File: config.mk
export PLATFORM = sky130hd
export DESIGN_NAME = countdown_timer_flat
export DESIGN_NICKNAME = d
export VERILOG_FILES = /design/src/rtl/countdown_timer_if.sv /design/src/rtl/countdown_timer.sv /design/src/flat_wrapper.sv
export SDC_FILE = /design/constraint.sdc
export NUM_CORES = 1
export LEC_CHECK = 0
export CORE_MARGIN = 8
export CORE_UTILIZATION = 44
export CTS_CLUSTER_DIAMETER = 120
export DETAILED_ROUTE_END_ITERATION = 8
export PLACE_DENSITY_LB_ADDON = 0.1
export SETUP_SLACK_MARGIN = 0.3
export SLEW_MARGIN = 20
export SYNTH_ARGS = -nofsm -noshare
export SYNTH_HDL_FRONTEND = slang
export SYNTH_SLANG_ARGS = --single-unit
File: constraint.sdc
create_clock -name clk -period 2.1 [get_ports clk]
set_input_delay 0.42 -clock clk [delete_from_list [all_inputs] [get_ports clk]]
set_output_delay 0.42 -clock clk [all_outputs]
set_load 0.005 [all_outputs]
File: src/rtl/countdown_timer_if.sv
// Host-side handshake bundle for countdown_timer.
// The host drives load/load_val/en/stop through the master modport.
// The timer returns cnt/tc/busy through the slave modport.
interface countdown_timer_if #(
  parameter int unsigned WIDTH = 8
);

  // Host -> timer controls
  logic             load;
  logic [WIDTH-1:0] load_val;
  logic             en;
  logic             stop;

  // Timer -> host status, all registered inside the timer
  logic [WIDTH-1:0] cnt;
  logic             tc;
  logic             busy;

  modport master (
    output load,
    output load_val,
    output en,
    output stop,
    input  cnt,
    input  tc,
    input  busy
  );

  modport slave (
    input  load,
    input  load_val,
    input  en,
    input  stop,
    output cnt,
    output tc,
    output busy
  );

endinterface : countdown_timer_if

File: src/rtl/countdown_timer.sv
// Loadable down-counter with a one-cycle terminal-count pulse.
// A load starts a count, each enabled cycle in RUN decrements it, and
// reaching the end of the count raises tc for exactly one cycle.
// Build option: define COUNTDOWN_AUTO_RELOAD_EN for periodic mode, where
// expiry reloads the last loaded value and keeps running. Left undefined,
// the block is one-shot and returns to IDLE at expiry.
// Edge priority: rst > load > stop > decrement.
module countdown_timer #(
  parameter int unsigned WIDTH = 8
) (
  input logic                clk,
  input logic                rst,
  countdown_timer_if.slave   bus
);

  localparam int unsigned CW = WIDTH;

  localparam logic [CW-1:0] CNT_ZERO = CW'(0);
  localparam logic [CW-1:0] CNT_ONE  = CW'(1);

  typedef enum logic [0:0] {
    IDLE = 1'b0,
    RUN  = 1'b1
  } state_t;

  state_t state_q;
  state_t state_d;

  logic [CW-1:0] cnt_q;
  logic [CW-1:0] cnt_d;
  logic [CW-1:0] reload_val_q;
  logic [CW-1:0] reload_val_d;
  logic          tc_q;
  logic          tc_d;
  logic          busy_q;
  logic          busy_d;

  // Decoded per-cycle conditions shared by the next-state and output logic
  logic load_c;
  logic stop_c;
  logic load_nonzero_c;
  logic step_c;
  logic expire_c;
  logic dec_c;

  // Qualify inputs in priority order so that only one action applies per edge
  always_comb begin
    load_c         = 1'b0;
    stop_c         = 1'b0;
    load_nonzero_c = 1'b0;
    step_c         = 1'b0;
    expire_c       = 1'b0;
    dec_c          = 1'b0;

    load_c         = bus.load;
    load_nonzero_c = (bus.load_val != CNT_ZERO);
    stop_c         = !bus.load && bus.stop;
    step_c         = !bus.load && !bus.stop && (state_q == RUN) && bus.en;
    // A zero count in RUN is unreachable, but is treated as a hold so the
    // counter can never underflow to all-ones.
    expire_c       = step_c && (cnt_q == CNT_ONE);
    dec_c          = step_c && (cnt_q > CNT_ONE);
  end

  // State and output registers; synchronous reset clears everything,
  // including a tc pulse that would otherwise appear after this edge
  always_ff @(posedge clk) begin
    if (rst) begin
      state_q      <= IDLE;
      cnt_q        <= CNT_ZERO;
      reload_val_q <= CNT_ZERO;
      tc_q         <= 1'b0;
      busy_q       <= 1'b0;
    end else begin
      state_q      <= state_d;
      cnt_q        <= cnt_d;
      reload_val_q <= reload_val_d;
      tc_q         <= tc_d;
      busy_q       <= busy_d;
    end
  end

  // Next-state: load picks RUN/IDLE by start value, stop forces IDLE,
  // expiry ends the run unless periodic mode is built in
  always_comb begin
    state_d = state_q;

    if (load_c) begin
      state_d = load_nonzero_c ? RUN : IDLE;
    end else if (stop_c) begin
      state_d = IDLE;
    end else if (expire_c) begin
`ifdef COUNTDOWN_AUTO_RELOAD_EN
      state_d = RUN;
`else
      state_d = IDLE;
`endif
    end
  end

  // Next output values: count, reload register, tc pulse and busy flag
  always_comb begin
    cnt_d        = cnt_q;
    reload_val_d = reload_val_q;
    tc_d         = 1'b0;
    busy_d       = 1'b0;

    if (load_c) begin
      // A load never produces tc, even when it lands on an expiry edge
      cnt_d        = bus.load_val;
      reload_val_d = bus.load_val;
    end else if (stop_c) begin
      // Abort keeps the current count visible for the host
      cnt_d = cnt_q;
    end else if (expire_c) begin
      tc_d = 1'b1;
`ifdef COUNTDOWN_AUTO_RELOAD_EN
      cnt_d = reload_val_q;
`else
      cnt_d = CNT_ZERO;
`endif
    end else if (dec_c) begin
      cnt_d = cnt_q - CNT_ONE;
    end

    // busy mirrors the registered state, so it drops with the tc edge
    busy_d = (state_d == RUN);
  end

  // Registered values out to the host
  assign bus.cnt  = cnt_q;
  assign bus.tc   = tc_q;
  assign bus.busy = busy_q;

endmodule : countdown_timer

File: src/flat_wrapper.sv
// flat-port wrapper written by rule: the top's interface ports become plain ports
module countdown_timer_flat 
#(
  parameter int unsigned WIDTH = 8
)
  (clk, rst, bus_load, bus_load_val, bus_en, bus_stop, bus_cnt, bus_tc, bus_busy);
  countdown_timer_if #(.WIDTH(WIDTH)) bus_i ();
  input logic clk;
  input logic rst;
  input wire logic [$bits(bus_i.load)-1:0] bus_load;
  input wire logic [$bits(bus_i.load_val)-1:0] bus_load_val;
  input wire logic [$bits(bus_i.en)-1:0] bus_en;
  input wire logic [$bits(bus_i.stop)-1:0] bus_stop;
  output wire logic [$bits(bus_i.cnt)-1:0] bus_cnt;
  output wire logic [$bits(bus_i.tc)-1:0] bus_tc;
  output wire logic [$bits(bus_i.busy)-1:0] bus_busy;
  assign bus_i.load = bus_load;
  assign bus_i.load_val = bus_load_val;
  assign bus_i.en = bus_en;
  assign bus_i.stop = bus_stop;
  assign bus_cnt = bus_i.cnt;
  assign bus_tc = bus_i.tc;
  assign bus_busy = bus_i.busy;
  countdown_timer #(.WIDTH(WIDTH)) u_core (.clk(clk), .rst(rst), .bus(bus_i));
endmodule
==> results of run 1 <==
-- synth_stat cells (3+ instances only) --
cell type / instances / area [µm²]
dfxtp_1: 10 / 200.2
nand4_1: 3 / 18.77
nand2_1: 8 / 30.03
clkbuf_1: 3 / 11.26
and3_1: 3 / 18.77
nor2_1: 6 / 22.52
nand2b_1: 3 / 18.77
nor3_1: 4 / 20.02
nor4_1: 4 / 25.02
inv_1: 5 / 18.77
-- flip-flops by register name, indices dropped and copies added, names as in the netlist --
| name | flops |
|---|---|
| u_core.bus.cnt | 8 |
| u_core.bus.busy | 1 |
| u_core.bus.tc | 1 |
-- report_power, final --
group	switching [µW]	leakage, µW	total [µW]	internal [µW]
logic	85.7	0.000287	188	103
registers	21.4	0.0000834	225	203
clock network	70.5	0.0000210	176	105
total	178	0.000392	589	411
-- layout make-up --
cell class,instances,share of cell area
Sequential cell,10,0.1945
Inverter,5,0.01790
Multi-Input combinational cell,66,0.4952
Timing Repair Buffer,26,0.2387
Tap cell,16,0.01909
Clock buffer,4,0.03461
-- final timing paths --
path	start	cells after the start	end	slack, ps
worst max-delay path	u_core.bus.cnt[3]$_SDFFE_PP0P_	1	bus_cnt[3]	360
worst min-delay path	u_core.bus.cnt[7]$_SDFFE_PP0P_	2	u_core.bus.cnt[7]$_SDFFE_PP0P_	540
worst max register to register	u_core.bus.cnt[1]$_SDFFE_PP0P_	6	u_core.bus.cnt[2]$_SDFFE_PP0P_	380
worst min register to register	u_core.bus.cnt[7]$_SDFFE_PP0P_	2	u_core.bus.cnt[7]$_SDFFE_PP0P_	540
-- routing by layer --
layer	wire [µm]	vias up	GRT usage	part of all wire
met5	0	-	0	0
met4	34	0	0.03436	0.017
met3	192	4	0.05618	0.094
met2	909	36	0.1897	0.45
met1	901	346	0.1518	0.44
li1	-	389	-	-
-- per-stage QoR --
| step | instance area, µm² | power (µW) | cells | utilization |
|---|---|---|---|---|
| after CTS | 1027 | 583.5 | 127 | 0.6741 |
| after global placement | 979.7 | 400.8 | 123 | 0.6429 |
| after floorplan | 725.7 | 323.6 | 85 | - |
| final | 1049 | 589.0 | 127 | 0.6880 |
| after detailed placement | 979.7 | 401.2 | 123 | 0.6429 |
| after global routing | 1049 | 621.0 | 127 | 0.6880 |
-- timing repair --
item                       CTS  global route
setup endpoints to repair    3             8
gates cloned                 0             0
resized for setup            2             6
pin swaps                    0             1
-- kinds of logic after synthesis --
kind of cell,Yosys count,synth area share
buffers and inverters,9,0.04827
adders and majority gates,2,0.03448
AOI/OAI and AO/OA,22,0.2776
and+or+nand+nor,42,0.3638
DFF,10,0.2759
==> metrics.md, run 1 <==
| Metric | Value |
|---|---|
| H-tree depth | `1` |
| Final hold vios | `0` |
| Pre-CTS WS | `71.00 ps` |
| Die area | `3205 µm²` |
| Starting Density | `0.4762` |
| Post-DRT Antenna Nets | `0` |
| Slew @ Worst Pin | `498.1 ps` |
| Distinct cells, synth | `41` |
| Die Span Y | `56.61 µm` |
| Wire per inst | `16.05 µm` |
| CTS Sinks | `10` |
| Power per cell area | `561.8 nW/µm²` |
| Layout cells sized above 1 | `0.2072` |
| Status | `complete, no violations` |
| Vias | `775` |
| Setup TNS | `0 ps` |
| Lkg Pwr | `0.0003916 µW` |
| Critical Path AT | `1320 ps` |
| Clock buffer depth | `2` |
| Number of global-route vias before repair | `774` |
| Synthesized Nets | `100` |
| CTS tree | `yes` |
| Finish-stage setup viols | `0` |
| Crit share post-route | `0.8265` |
| Layout area overhead | `44.48%` |
| Critical path buffers and inverters | `1` |
| Synthesized area per cell | `8.538 µm²` |
| Hold Path Class | `flip-flop to flip-flop` |
| First-pass GRT wire length | `3.381 mm` |
| GP Congestion | `0.7717` |
| Die W | `56.61 µm` |
| Critical Path RT | `1680 ps` |
| Post-synth ARST share | `0` |
| Primary FF master, synth | `dfxtp_1` |
| Peak supply drop | `0.0002578 V` |
| DRC | `0` |
| Worst-path clk slew | `70 ps` |
| Max-slew headroom | `0.6654` |
| Crit path max-delay family | `buffers and inverters` |
| Max cap viols | `0` |
| Clk root buf | `clkbuf_4` |
| Hold Slack | `535.9 ps` |
| Slowest library cell on the worst path | `clkdlybuf4s50_1` |
| Crit path max fanout | `6` |
| Vias per cell | `6.102` |
| Slew Limit Fails | `0` |
| Post-synth EDFFs | `0` |
| Sequential element share of the synthesized area | `0.2759` |
| Total GRT Usage | `0.1242` |
| Multi-input combinational cell area | `519.2 µm²` |
| Row cnt | `14` |
| Critical Path Sink Type | `output pin` |
| Crit path time final | `1736 ps` |
| Critical path class | `flip-flop to output pin` |
| Critical Path Start Type | `flip-flop` |
| Routed WL | `2.038 mm` |
| Mapped Cells | `85` |
| Clk Latency, worst-skew pair | `270 ps` |
| Commonest non-fill, non-tap cell in the layout | `clkdlybuf4s50_1` |
| Initial antenna violation count | `0` |
| Number of DRC markers in iteration 0 | `13` |
| Yosys reg bits | `10` |
| Num ports | `23` |
| Largest net degree at the start of global routing | `25` |
| Core area | `1524 µm²` |
| CP Cell Sequence | `clkdlybuf4s50_1` |
| Final net count | `127` |
| Max Fclk | `0.5762 GHz` |
| Postcts setup bufs | `0` |
| Hold_buf cts | `0` |
| Clock Skew | `6.963 ps` |
| Crit path largest cell delay | `560 ps` |
| Antenna fix cells | `0` |
| First-pass DRT Iterations | `4` |
| Hpwl dp | `1.511 mm` |
| Port Buf Inserts | `22` |
| Most frequent cells in the layout | `clkdlybuf4s50_1, nand2_1, dfxtp_1` |
| Unrepaired setup endpoints after global routing | `yes` |
| Reg area | `203.9 µm²` |
| Total gr overflow | `0` |
| Fill count | `132` |
| Total CTS buffers | `3` |
| Yosys synthesis warning count | `0` |
| Setup WS post-layout | `364.4 ps` |
| Post-Syn Area | `725.7 µm²` |
Note: power is estimated with default switching activity, not from simulation.
==> run 2, diff against run 1 <==
Clock period 2.1 ns to 1.8 ns, I/O delays scaled along.
==> metrics.md, run 2 (synthesis gave the netlist of run 1 again) <==
| Metric | Value |
|---|---|
| Status | `complete, no violations` |
| Slew @ Worst Pin | `571.4 ps` |
| Setup WS post-layout | `154.6 ps` |
| Worst hold endpoint | `u_core.bus.cnt[7]$_SDFFE_PP0P_` |
| Post-DRT Antenna Nets | `0` |
| Critical Path Start Type | `flip-flop` |
| Clk Latency, worst-skew pair | `280 ps` |
| Layout cells sized above 1 | `0.4779` |
| First-pass DRT Iterations | `7` |
| Die Span Y | `56.61 µm` |
| Vias | `1027` |
| Peak supply drop | `0.0004837 V` |
| Finished Layout Cells | `152` |
| Die W | `56.61 µm` |
| Clock buffer depth | `2` |
| Wire per inst | `21.62 µm` |
| Commonest non-fill, non-tap cell in the layout | `buf_4` |
| Reg-to-reg endpoint | `u_core.bus.cnt[7]$_SDFFE_PP0P_` |
| Worst Reg-to-Reg Cells | `5` |
| Largest register FFs | `8` |
| CTS Sinks | `10` |
| Total CTS buffers | `3` |
| Hold Path Class | `flip-flop to flip-flop` |
| Vias per cell | `6.757` |
| Final net count | `152` |
| Pre-CTS WS | `-119.9 ps` |
| Slew Limit Fails | `0` |
| Hpwl dp | `1.680 mm` |
| Worst r2r src | `u_core.bus.cnt[2]$_SDFFE_PP0P_` |
| Largest net degree at the start of global routing | `25` |
| Initial antenna violation count | `0` |
| Max-slew headroom | `0.6177` |
| Routed WL | `3.286 mm` |
| Placed Instances | `130` |
| Min-Delay Startpoint | `u_core.bus.cnt[7]$_SDFFE_PP0P_` |
| Num ports | `23` |
| Row cnt | `14` |
| GP Congestion | `0.8334` |
| Critical Path Sink Type | `flip-flop` |
| CTS tree | `yes` |
| Reg2reg setup slack | `150 ps` |
| Most frequent cells in the layout | `buf_4, clkdlybuf4s50_1, dlygate4sd2_1` |
| Number of global-route vias before repair | `946` |
| Max Fclk | `0.6078 GHz` |
| Clock Skew | `4.491 ps` |
| Number of DRC markers in iteration 0 | `74` |
| Max cap viols | `0` |
| Core area | `1524 µm²` |
| Port Buf Inserts | `22` |
| Final hold vios | `0` |
| Crit path time final | `1645 ps` |
| Total GRT Usage | `0.1690` |
| Total gr overflow | `0` |
| Unrepaired setup endpoints after global routing | `yes` |
| H-tree depth | `1` |
| Lkg Pwr | `0.0006007 µW` |
| First-pass GRT wire length | `4.519 mm` |
| Hold depth | `2` |
| Die area | `3205 µm²` |
| Clk root buf | `clkbuf_4` |
| Critical path class | `flip-flop to flip-flop` |
| Crit path max fanout | `7` |
| Finish-stage setup viols | `0` |
| Critical Path AT | `1810 ps` |
| Layout area overhead | `85.86%` |
| Antenna fix cells | `0` |
| Power per cell area | `605.3 nW/µm²` |
| DRC | `0` |
| Crit share post-route | `0.9141` |
| Worst-path clk slew | `80 ps` |
| Starting Density | `0.4762` |
| Critical Path RT | `1970 ps` |
-- run 2: cell types whose count changed in the layout (fill, tap and decap cells not counted), sizes merged --
cell and delta:
buf +24, a21boi +1, dlymetal6s2s +3, clkdlybuf4s50 -12, dlygate4sd2 +9
-- run 2: cell type report --
| class | instances | area, µm² |
|---|---|---|
| multi-input cells | 67 | 604.3 |
| well taps | 16 | 20.02 |
| repair buffers | 50 | 437.9 |
| fillers | 71 | 175.2 |
| clock buffers | 4 | 36.28 |
| inverters | 5 | 23.77 |
| flip-flops and latches | 10 | 226.5 |
-- run 2: power breakdown --
part	internal, µW	switching (µW)	total [µW]
registers	236	24.8	260
logic	179	157	336
clock network	123	96.3	220
-- run 2: worst max path at each step --
stage	startpoint	to	cells after the start
after floorplan	u_core.bus.cnt[1]$_SDFFE_PP0P_	u_core.bus.cnt[0]$_SDFFE_PP0P_	6
after global placement	bus_stop	u_core.bus.cnt[0]$_SDFFE_PP0P_	5
after detailed placement	bus_stop	u_core.bus.cnt[4]$_SDFFE_PP0P_	5
after CTS	u_core.bus.cnt[2]$_SDFFE_PP0P_	bus_cnt[2]	1
after global routing	u_core.bus.cnt[1]$_SDFFE_PP0P_	u_core.bus.cnt[7]$_SDFFE_PP0P_	5
final	u_core.bus.cnt[2]$_SDFFE_PP0P_	u_core.bus.cnt[7]$_SDFFE_PP0P_	5
-- run 2: timing repair --
| item | 4_1_cts | 5_1_grt |
|---|---|---|
| cloned | 1 | 0 |
| gates resized for setup | 31 | 13 |
| pin swaps | 16 | 11 |
| setup endpoints to repair | 18 | 12 |
| hold buffers | 0 | 0 |
| buffers inserted | 12 | 5 |
-- run 2: through the flow --
stage	TNS (ps)	cell area [µm²]	utilization	total power (µW)	hold WS (ps)
5_1_grt	0	1349	0.8851	843.7	555.6
3_5_place_dp	-530.1	1071	0.7028	510.7	534.5
4_1_cts	0	1261	0.8276	758.9	522.5
3_3_place_gp	-447.0	1071	0.7028	507.5	519.7
6_report	0	1349	0.8851	816.4	519.1
2_1_floorplan	0	774.5	-	397.9	469.0
-- run 2: routing by layer --
layer | global-route usage | up-vias | routed length, µm
li1 | - | 442 | -
met1 | 0.2018 | 475 | 1253
met2 | 0.2665 | 89 | 1529
met3 | 0.05393 | 21 | 381
met4 | 0.07560 | 0 | 123
met5 | 0 | - | 0
-- run 2: critical path: stages, from the launching register on --
cell and delay [ps]:
dfxtp_4 380, nor2_1 470, a41oi_2 240, buf_4 190, a2bb2oi_1 150, o32ai_1 100
